<file path="config.mk">
export PLATFORM = sky130hd
export DESIGN_NAME = ifetch_unit
export DESIGN_NICKNAME = d
export VERILOG_FILES = /design/src/rtl/ifetch_pkg.sv /design/src/rtl/ifetch_queue.sv /design/src/rtl/ifetch_unit.sv
export SDC_FILE = /design/constraint.sdc
export NUM_CORES = 1
export LEC_CHECK = 0
export ABC_AREA = 1
export BUFFER_PORTS_ARGS = -buffer_cell sky130_fd_sc_hd__buf_4
export CAP_MARGIN = 30
export CORE_ASPECT_RATIO = 0.75
export CORE_MARGIN = 8
export CORE_UTILIZATION = 55
export DETAILED_ROUTE_END_ITERATION = 12
export PLACE_DENSITY = 0.79
export REMOVE_ABC_BUFFERS = 1
export SETUP_SLACK_MARGIN = 0.2
export SYNTH_ARGS = -nofsm -noshare
export SYNTH_HDL_FRONTEND = slang
export SYNTH_HIERARCHICAL = 1
export SYNTH_SLANG_ARGS = --single-unit
export TNS_END_PERCENT = 5
</file>
<file path="constraint.sdc">
create_clock -name clk -period 2.8 [get_ports clk]
set_input_delay 0.42 -clock clk [delete_from_list [all_inputs] [get_ports clk]]
set_output_delay 0.42 -clock clk [all_outputs]
set_load 0.01 [all_outputs]
</file>
<file path="src/rtl/ifetch_pkg.sv">
// Shared types and default widths for the instruction fetch unit.
// Optional feature macro used by this block: IFETCH_PERF_EN.
package ifetch_pkg;

    localparam int unsigned DEF_ADDR_W = 8;
    localparam int unsigned DEF_DATA_W = 32;
    localparam logic [DEF_DATA_W-1:0] DEF_HALT_WORD = 32'hFFFF_FFFF;

    // Fetch controller states
    typedef enum logic [1:0] {
        IDLE = 2'd0,
        RUN  = 2'd1,
        HALT = 2'd2
    } ifetch_state_t;

    // Prefetch queue entry at default widths: instruction word and its address
    typedef struct packed {
        logic [DEF_DATA_W-1:0] data;
        logic [DEF_ADDR_W-1:0] pc;
    } ifetch_entry_t;

endpackage

</file>
<file path="src/rtl/ifetch_queue.sv">
// Synchronous FIFO with push, pop, flush and occupancy count.
// A pop in the same cycle as a flush still retires the head; a flush drops any push.
module ifetch_queue
    import ifetch_pkg::*;
#(
    parameter int unsigned DEPTH = 2,
    parameter type entry_t = ifetch_entry_t
) (
    input  logic                         clk,
    input  logic                         rst_n,
    input  logic                         push,
    input  entry_t                       push_entry,
    input  logic                         pop,
    input  logic                         flush,
    output entry_t                       head,
    output logic [$clog2(DEPTH+1)-1:0]   count
);

    localparam int unsigned PTR_W = (DEPTH > 1) ? $clog2(DEPTH) : 1;
    localparam int unsigned CNT_W = $clog2(DEPTH + 1);
    localparam logic [PTR_W-1:0] LAST_PTR = PTR_W'(DEPTH - 1);
    localparam logic [CNT_W-1:0] FULL_CNT = CNT_W'(DEPTH);

    entry_t           slot [DEPTH];
    logic [PTR_W-1:0] wr_ptr;
    logic [PTR_W-1:0] rd_ptr;
    logic             do_push;
    logic             do_pop;

    // Circular pointer advance for non power-of-two depths
    function automatic logic [PTR_W-1:0] next_ptr(input logic [PTR_W-1:0] p);
        return (p == LAST_PTR) ? '0 : p + PTR_W'(1);
    endfunction

    // Qualify requests against occupancy; full push is legal only alongside a pop
    assign do_pop  = pop && (count != '0);
    assign do_push = push && !flush && ((count != FULL_CNT) || do_pop);
    assign head    = slot[rd_ptr];

    // Storage, pointers and count
    always_ff @(posedge clk or negedge rst_n) begin
        if (!rst_n) begin
            wr_ptr <= '0;
            rd_ptr <= '0;
            count  <= '0;
            for (int i = 0; i < int'(DEPTH); i++) begin
                slot[i] <= '0;
            end
        end else begin
            if (do_push) begin
                slot[wr_ptr] <= push_entry;
            end
            if (flush) begin
                wr_ptr <= '0;
                rd_ptr <= '0;
                count  <= '0;
            end else begin
                if (do_push) begin
                    wr_ptr <= next_ptr(wr_ptr);
                end
                if (do_pop) begin
                    rd_ptr <= next_ptr(rd_ptr);
                end
                case ({do_push, do_pop})
                    2'b10:   count <= count + CNT_W'(1);
                    2'b01:   count <= count - CNT_W'(1);
                    default: ;
                endcase
            end
        end
    end

endmodule

</file>
<file path="src/rtl/ifetch_unit.sv">
// Instruction fetch unit: drives the instruction bank read port, buffers fetched
// words with their PC in a prefetch queue, and hands them to decode over valid/ready.
// Supports redirect with flush and self-halts on HALT_WORD.
// Optional feature macro: IFETCH_PERF_EN adds fetch_count / flush_count outputs.
module ifetch_unit
    import ifetch_pkg::*;
#(
    parameter int unsigned        ADDR_W    = DEF_ADDR_W,
    parameter int unsigned        DATA_W    = DEF_DATA_W,
    parameter int unsigned        DEPTH     = 2,
    parameter logic [ADDR_W-1:0]  RESET_PC  = '0,
    parameter logic [DATA_W-1:0]  HALT_WORD = DATA_W'(DEF_HALT_WORD)
) (
    input  logic              clk,
    input  logic              rst_n,
    input  logic              en,
    output logic              memread,
    output logic [ADDR_W-1:0] address,
    input  logic [DATA_W-1:0] readdata,
    output logic              inst_valid,
    input  logic              inst_ready,
    output logic [DATA_W-1:0] inst_data,
    output logic [ADDR_W-1:0] inst_pc,
    input  logic              redirect,
    input  logic [ADDR_W-1:0] redirect_pc,
`ifdef IFETCH_PERF_EN
    output logic [15:0]       fetch_count,
    output logic [15:0]       flush_count,
`endif
    output logic              halted
);

    localparam int unsigned CNT_W = $clog2(DEPTH + 1);

    typedef struct packed {
        logic [DATA_W-1:0] data;
        logic [ADDR_W-1:0] pc;
    } entry_t;

    ifetch_state_t     state;
    logic [ADDR_W-1:0] pc;
    logic [CNT_W-1:0]  q_count;
    entry_t            q_head;
    entry_t            q_push_entry;
    logic              q_full;
    logic              pop;
    logic              fetch;

    // Fetch only in RUN, never under redirect, and only when a slot is or becomes free
    assign pop          = inst_valid && inst_ready;
    assign q_full       = (q_count == CNT_W'(DEPTH));
    assign fetch        = (state == RUN) && !redirect && (!q_full || pop);
    assign memread      = fetch;
    assign address      = pc;
    assign q_push_entry = '{data: readdata, pc: pc};

    assign inst_valid = (q_count != '0);
    assign inst_data  = q_head.data;
    assign inst_pc    = q_head.pc;

    ifetch_queue #(
        .DEPTH   (DEPTH),
        .entry_t (entry_t)
    ) u_queue (
        .clk        (clk),
        .rst_n      (rst_n),
        .push       (fetch),
        .push_entry (q_push_entry),
        .pop        (pop),
        .flush      (redirect),
        .head       (q_head),
        .count      (q_count)
    );

    // Fetch controller; halted mirrors the HALT state as a register
    always_ff @(posedge clk or negedge rst_n) begin
        if (!rst_n) begin
            state  <= IDLE;
            halted <= 1'b0;
        end else begin
            case (state)
                IDLE: begin
                    if (en) begin
                        state <= RUN;
                    end
                end
                RUN: begin
                    if (fetch && (readdata == HALT_WORD)) begin
                        state  <= HALT;
                        halted <= 1'b1;
                    end else if (!en) begin
                        state <= IDLE;
                    end
                end
                HALT: begin
                    if (redirect) begin
                        state  <= en ? RUN : IDLE;
                        halted <= 1'b0;
                    end
                end
                default: begin
                    state  <= IDLE;
                    halted <= 1'b0;
                end
            endcase
        end
    end

    // Program counter: redirect target wins, else advance on each fetch (wraps silently)
    always_ff @(posedge clk or negedge rst_n) begin
        if (!rst_n) begin
            pc <= RESET_PC;
        end else if (redirect) begin
            pc <= redirect_pc;
        end else if (fetch) begin
            pc <= pc + ADDR_W'(1);
        end
    end

`ifdef IFETCH_PERF_EN
    // Saturating counters: pushes, and redirects that discard at least one queued entry
    always_ff @(posedge clk or negedge rst_n) begin
        if (!rst_n) begin
            fetch_count <= '0;
            flush_count <= '0;
        end else begin
            if (fetch && (fetch_count != 16'hFFFF)) begin
                fetch_count <= fetch_count + 16'd1;
            end
            if (redirect && (q_count > CNT_W'(pop)) && (flush_count != 16'hFFFF)) begin
                flush_count <= flush_count + 16'd1;
            end
        end
    end
`endif

endmodule

</file>
==> results.py, run 1 <==
metrics = {
    "grt": {
        "wire_length_of_the_first_global_routing_pass_um": 19000,
        "grt_antenna_before_repair": 0,
        "gr-usage-met2": 0.303,
        "grt_pass1_vias": 4049,
        "grt_max_degree": 82,
        "grt_most_used_layer": "met2",
        "grt_use_met3": 0.0648,
        "grt_overflow": 0,
        "groute.layer.met1.usage": 0.239,
        "grtUsageTotal": 0.189,
    },
    "synth": {
        "synth_xor_xnor_area_share": 0.00709,
        "muxShareOfSynthArea": 0,
        "synth-seq-area-share": 0.481,
        "yosys.area_share.adder": 0.00253,
        "syn_inst": 589,
        "main_combinational_cell_family_by_area_after_synthesis": "simple AND/OR/NAND/NOR gates",
        "post_synth_and_or_nand_nor_area_fraction": 0.254,
        "synth.distinct_cells": 32,
        "synth_compound_gate_area_share": 0.164,
        "avgSynthCellArea_um2": 8.39,
        "yosys_register_bits": 95,
        "yosys_warnings": 6,
        "netlist_area_um2": 4940,
    },
    "placed_design": {
        "estimated_wirelength_of_the_detail_placed_design_um": 7670,
        "port_buffers": 95,
        "dp_cells": 772,
        "gp_routability_congestion": 0.800,
        "place_ws_ns": 0.575,
    },
    "outcome": {
        "status": "completed",
    },
    "clock_tree": {
        "cts-htree-levels": 3,
        "clockRootBuffer": "sky130_fd_sc_hd__clkbuf_16",
        "clock_insertion_delay_worst_skew_ns": 0.34,
        "cts_hold_buf": 0,
        "clk_transition_reported_paths_ns": 0.06,
        "cts_resized": 0,
        "num_cts_buffers": 9,
        "post-cts-setup-buffer-count": 0,
        "max-clock-path-buffers": 2,
        "cts_tree": "yes",
        "clkSinkCount": 95,
    },
    "floorplan": {
        "dieArea_um2": 12300,
        "placement_rows": 30,
        "core-area_um2": 8900,
        "floorplan.initialDensity": 0.555,
        "dieWidth_um": 125,
        "die_height_um": 98.1,
        "design.portCount": 96,
    },
    "min_path": {
        "hold_path_class": "in -> async",
    },
    "route": {
        "drc_errors": 0,
        "post_drt_via_cell_ratio": 5.11,
        "drt_first_pass_iters": 5,
        "wire_per_inst_um": 14.2,
        "route.final.wire_length_um": 11200,
        "detailedRoute.firstIterationViolations": 402,
        "total_number_of_vias": 4021,
        "antenna_violating_nets_post_route": 0,
    },
    "cells_and_area": {
        "finalNetCount": 717,
        "n_antenna_cell": 0,
        "final_cell_mix": "264 x sky130_fd_sc_hd__nand2_1, 97 x sky130_fd_sc_hd__buf_4, 95 x sky130_fd_sc_hd__dfrtp_1",
        "final-instance-count-excl-fill": 787,
        "area_delta_synth_final_pct": 18.6,
        "layout-drive-gt1-share": 0.311,
        "layout_commonest_cell": "sky130_fd_sc_hd__nand2_1",
    },
    "timing": {
        "worst-slew-pin-transition_ns": 0.813,
        "finClkSkew_ns": 0.00332,
        "slew_headroom": 0.457,
        "total_count_of_max_transition_violations_in_the_final_report": 0,
        "period_minus_slack_ns": 2.16,
        "achievable-frequency_ghz": 0.464,
        "timing_hold_violations_final": 0,
        "fin_crit_share": 0.770,
        "setup_repair_after_global_routing_missed_its_margin": "false",
        "final.setup.worst_slack_ns": 0.643,
        "setup_viol": 0,
        "fin_worst_hold_slack_ns": 0.125,
        "setup_tns_ns": 0,
    },
    "setup_path": {
        "critical-path-slowest-cell": "sky130_fd_sc_hd__dfrtp_1",
        "critical_path.endpoint_type": "flop",
        "worstPathMaxFanout": 81,
        "worstPathCellList": "clkinv_1 > a21oi_1 > nand3b_2 > nand2_2 > inv_4 > nand2_8 > nand2_1 > o21ai_2",
        "criticalPathCategory": "reg -> reg",
        "worstSetupStartpointType": "flop",
        "worst-endpoint-arrival_ns": 2.36,
        "cp_slowest_stage_delay_ns": 0.50,
        "timing.reg2reg.setup_slack_ns": 0.64,
        "critical_path_required_ns": 3.01,
    },
    "power": {
        "power_leakage_nw": 3.13,
        "total_power_mw": 4.67,
        "power.density_cell_area_nw_per_um2": 798,
        "vdd_ir_drop_max_uv": 559,
    },
    "flow_run": {
        "max_cap_viol_count": 0,
    },
}
==> sequential cells by signal (all words and copies together), names as in the netlist <==
signal and flops:
u_queue/rd_ptr 1, halted 1, address 8, u_queue/wr_ptr 1, u_queue/slot 80, state 2
u_queue/count 2
==> cell families after synthesis <==
family,count (synthesis)
compound gates,97
buf+inv,84
fa+ha+maj,1
simple gates,308
xor+xnor,4
flops,95
==> critical path: cells and delay by family, from the launching register on <==
family,cells,cell delay (ns)
and+or+nand+nor,4,0.84
DFF,1,0.50
AOI/OAI and AO/OA,2,0.36
buffers and inverters,2,0.26
==> layout make-up <==
cell class,instances,area (µm²)
Fill cell,739,3040
Tap cell,112,140
Multi-Input combinational cell,410,2110
Timing Repair Buffer,98,748
Sequential cell,95,2380
Clock buffer,14,254
Clock inverter,1,5.00
Inverter,57,219
==> cells in the mapped netlist, drive strengths merged <==
cell | count | area [µm²]
clkbuf | 9 | 33.8
buf | 18 | 196
clkinv | 3 | 13.8
and3 | 1 | 6.26
o211ai | 2 | 15.0
nand4 | 1 | 6.26
nand3 | 14 | 80.1
ha | 1 | 12.5
dfrtp | 95 | 2380
a21oi | 5 | 40.0
nor2 | 22 | 103
nand2 | 267 | 1040
inv | 54 | 205
xor2 | 1 | 8.76
nand3b | 2 | 18.8
o21ai | 90 | 754
xnor2 | 3 | 26.3
nor3 | 1 | 5.00
==> metrics by stage <==
stage / utilization / instance area (µm²)
floorplan: - / 4710
global placement: 0.629 / 5600
detailed placement: 0.629 / 5600
CTS: 0.658 / 5860
global route: 0.658 / 5860
finish: 0.658 / 5860
==> path summary, 6_finish.rpt <==
kind,startpoint,to,cells past startpoint
worst max-delay path,u_queue/count[0],u_queue/slot[51],8
worst min-delay path,rst_n,u_queue/slot[53],1
worst max register to register,u_queue/count[0],u_queue/slot[51],8
worst min register to register,u_queue/slot[61],u_queue/slot[61],2
max in group asynchronous,rst_n,u_queue/slot[32],2
min in group clk,redirect_pc[5],address[5],3
==> layer usage <==
layer  wire (µm)  part of all wire
met1        5030              0.45
met2        5270              0.47
met3         723             0.065
met4         140             0.013
met5           0                 0
==> report_power, final <==
| group | switching [mW] | total [mW] | internal (mW) | leakage (nW) |
|---|---|---|---|---|
| registers | 0.264 | 2.08 | 1.81 | 1.21 |
| clock network | 0.463 | 1.08 | 0.621 | 0.127 |
| logic | 0.803 | 1.51 | 0.709 | 1.79 |
| total | 1.53 | 4.67 | 3.14 | 3.13 |
Note: power is estimated with default switching activity, not from simulation.
==> inputs of run 2 (changes only) <==
==> constraint.sdc (replaced) <==
create_clock -name clk -period 2 [get_ports clk]
set_input_delay 0.3 -clock clk [delete_from_list [all_inputs] [get_ports clk]]
set_output_delay 0.3 -clock clk [all_outputs]
set_load 0.01 [all_outputs]
==> run 2 against run 1 <==
  * Worst hold slack improved by 0.077 ns
  * Sequential cell count did not move
  * Global-route usage rose by 1.4 points
  * First-iteration DRC count fell by 18%
  * Via count rose by 4.3%
  * Critical path depth fell by 4
  * Die area did not move
  * Sequential power rose by 41%
  * Combinational power rose by 46%
  * Utilization rose by 3.4 points
  * Clock skew rose by 0.0060 ns
  * Non-clock buffer count rose by 18
==> results.py, run 2 (same netlist as run 1, synthesis figures left out) <==
metrics = {
    "outcome": {
        "status": "completed",
    },
    "route": {
        "route.final.wire_length_um": 12700,
        "total_number_of_vias": 4195,
        "wire_per_inst_um": 15.7,
        "drc_errors": 0,
        "post_drt_via_cell_ratio": 5.19,
        "drt_first_pass_iters": 4,
        "antenna_violating_nets_post_route": 0,
        "detailedRoute.firstIterationViolations": 331,
    },
    "timing": {
        "slew_headroom": 0.673,
        "timing_hold_violations_final": 0,
        "fin_crit_share": 0.898,
        "period_minus_slack_ns": 1.80,
        "total_count_of_max_transition_violations_in_the_final_report": 0,
        "worst-slew-pin-transition_ns": 0.490,
        "setup_repair_after_global_routing_missed_its_margin": "true",
        "achievable-frequency_ghz": 0.557,
        "finClkSkew_ns": 0.00928,
        "setup_viol": 0,
        "setup_tns_ns": 0,
    },
    "clock_tree": {
        "clk_transition_reported_paths_ns": 0.07,
        "num_cts_buffers": 9,
        "clockRootBuffer": "sky130_fd_sc_hd__clkbuf_16",
        "clkSinkCount": 95,
        "cts-htree-levels": 3,
        "clock_insertion_delay_worst_skew_ns": 0.34,
        "max-clock-path-buffers": 2,
        "cts_tree": "yes",
    },
    "setup_path": {
        "timing.reg2reg.setup_slack_ns": 0.26,
        "critical_path_depth": 4,
        "worst-endpoint-arrival_ns": 1.50,
        "worstPathMaxFanout": 40,
        "critical-path-slowest-cell": "sky130_fd_sc_hd__buf_4",
        "cp_slowest_stage_delay_ns": 0.44,
        "critical_path_required_ns": 1.70,
        "critical_path.endpoint_type": "output pin",
        "path_delay_family": "buffers and inverters",
        "worstSetupStartpointType": "flop",
        "reg2reg_depth": 9,
        "worstPathCellList": "buf_4 > nand2_1 > nand2_1 > buf_4",
        "critPathBufInv": 2,
        "criticalPathCategory": "reg -> out",
    },
    "min_path": {
        "hold_path_class": "in -> reg",
        "hold_path_depth": 3,
    },
    "grt": {
        "gr-usage-met2": 0.336,
        "grtUsageTotal": 0.203,
        "grt_overflow": 0,
        "grt_use_met3": 0.0577,
        "groute.layer.met1.usage": 0.261,
        "grt_pass1_vias": 4258,
        "wire_length_of_the_first_global_routing_pass_um": 20700,
        "grt_most_used_layer": "met2",
        "grt_antenna_before_repair": 0,
        "grt_max_degree": 47,
    },
    "floorplan": {
        "placement_rows": 30,
        "core-area_um2": 8900,
        "die_height_um": 98.1,
        "dieWidth_um": 125,
        "dieArea_um2": 12300,
        "design.portCount": 96,
        "floorplan.initialDensity": 0.555,
    },
    "power": {
        "power.combinational.fraction": 0.323,
        "p_sw_frac": 0.342,
        "clockPowerShare": 0.247,
        "power.density_cell_area_nw_per_um2": 1110,
        "vdd_ir_drop_max_uv": 615,
        "sequentialPowerShare": 0.429,
        "power_leakage_nw": 3.31,
        "internal_power_mw": 4.48,
        "power_switching_mw": 2.33,
    },
    "placed_design": {
        "port_buffers": 95,
        "gp_routability_congestion": 0.820,
        "estimated_wirelength_of_the_detail_placed_design_um": 8130,
        "dp_cells": 782,
    },
    "cells_and_area": {
        "largest_register_ffs": 80,
        "final-seq-area_um2": 2380,
        "multi_input_area_um2": 2160,
        "final-instance-count-excl-fill": 809,
        "post-route-util": 0.693,
        "largest-register": "u_queue/slot",
        "finalNetCount": 738,
        "fillerInstances": 721,
        "layout-drive-gt1-share": 0.340,
        "layout_commonest_cell": "sky130_fd_sc_hd__nand2_1",
        "area_delta_synth_final_pct": 24.8,
        "final_cell_mix": "264 x sky130_fd_sc_hd__nand2_1, 108 x sky130_fd_sc_hd__buf_4, 95 x sky130_fd_sc_hd__dfrtp_1",
        "n_antenna_cell": 0,
    },
    "flow_run": {
        "max_cap_viol_count": 0,
    },
}
==> run 2: final timing paths <==
kind                                  startpoint          endpoint
worst max register to register  u_queue/count[0]  u_queue/slot[36]
worst min-delay path              redirect_pc[5]        address[5]
worst min register to register  u_queue/slot[49]  u_queue/slot[49]
max in group asynchronous                  rst_n  u_queue/slot[78]
min in group asynchronous                  rst_n  u_queue/slot[64]
worst max-delay path              u_queue/rd_ptr     inst_data[10]
==> run 2: tightest hold or removal path, cell delays in order <==
cell	delay [ns]
sky130_fd_sc_hd__buf_4	0.08
sky130_fd_sc_hd__nand2_1	0.05
sky130_fd_sc_hd__nand3_1	0.08
==> run 2: metal layers <==
metal  up-vias  part of all wire
met5         -                 0
met4         0            0.0090
met3        10             0.062
met2       139              0.49
met1      2013              0.44
li1       2033                 -
==> run 2: through the flow <==
step | total power, mW | hold WS [ns] | area [µm²] | worst slack [ns]
floorplan | 4.16 | 0.00441 | 4710 | 0.169
global placement | 4.98 | 0.222 | 5710 | 0.170
detailed placement | 5.11 | 0.228 | 5710 | 0.0725
CTS | 6.82 | 0.194 | 6060 | 0.204
global route | 7.23 | 0.195 | 6160 | 0.103
finish | 6.81 | 0.202 | 6160 | 0.205
==> run 2: repair_timing <==
item	4_1_cts	5_1_grt
pin swaps	2	1
endpoints found under the hold margin	23	0
gates cloned	2	4
setup buffers	0	4
setup endpoints to repair	63	110
hold buffers	1	0
gates resized for setup	4	3
==> run 2: power groups by stage <==
stage / clock network, mW / registers (mW) / logic (mW)
6_report: 1.68 / 2.93 / 2.20
5_1_grt: 1.77 / 2.99 / 2.46
4_1_cts: 1.70 / 2.91 / 2.22
3_5_place_dp: 0 / 2.93 / 2.18
3_3_place_gp: 0 / 2.90 / 2.09
2_1_floorplan: 0 / 2.86 / 1.30
==> run 2: area by class of cell <==
cell class | instances | area share
clock buffers | 11 | 0.0410
clock inverters | 5 | 0.00650
inverters | 57 | 0.0363
multi-input cells | 413 | 0.350
flip-flops and latches | 95 | 0.386
well taps | 112 | 0.0227
repair buffers | 116 | 0.157
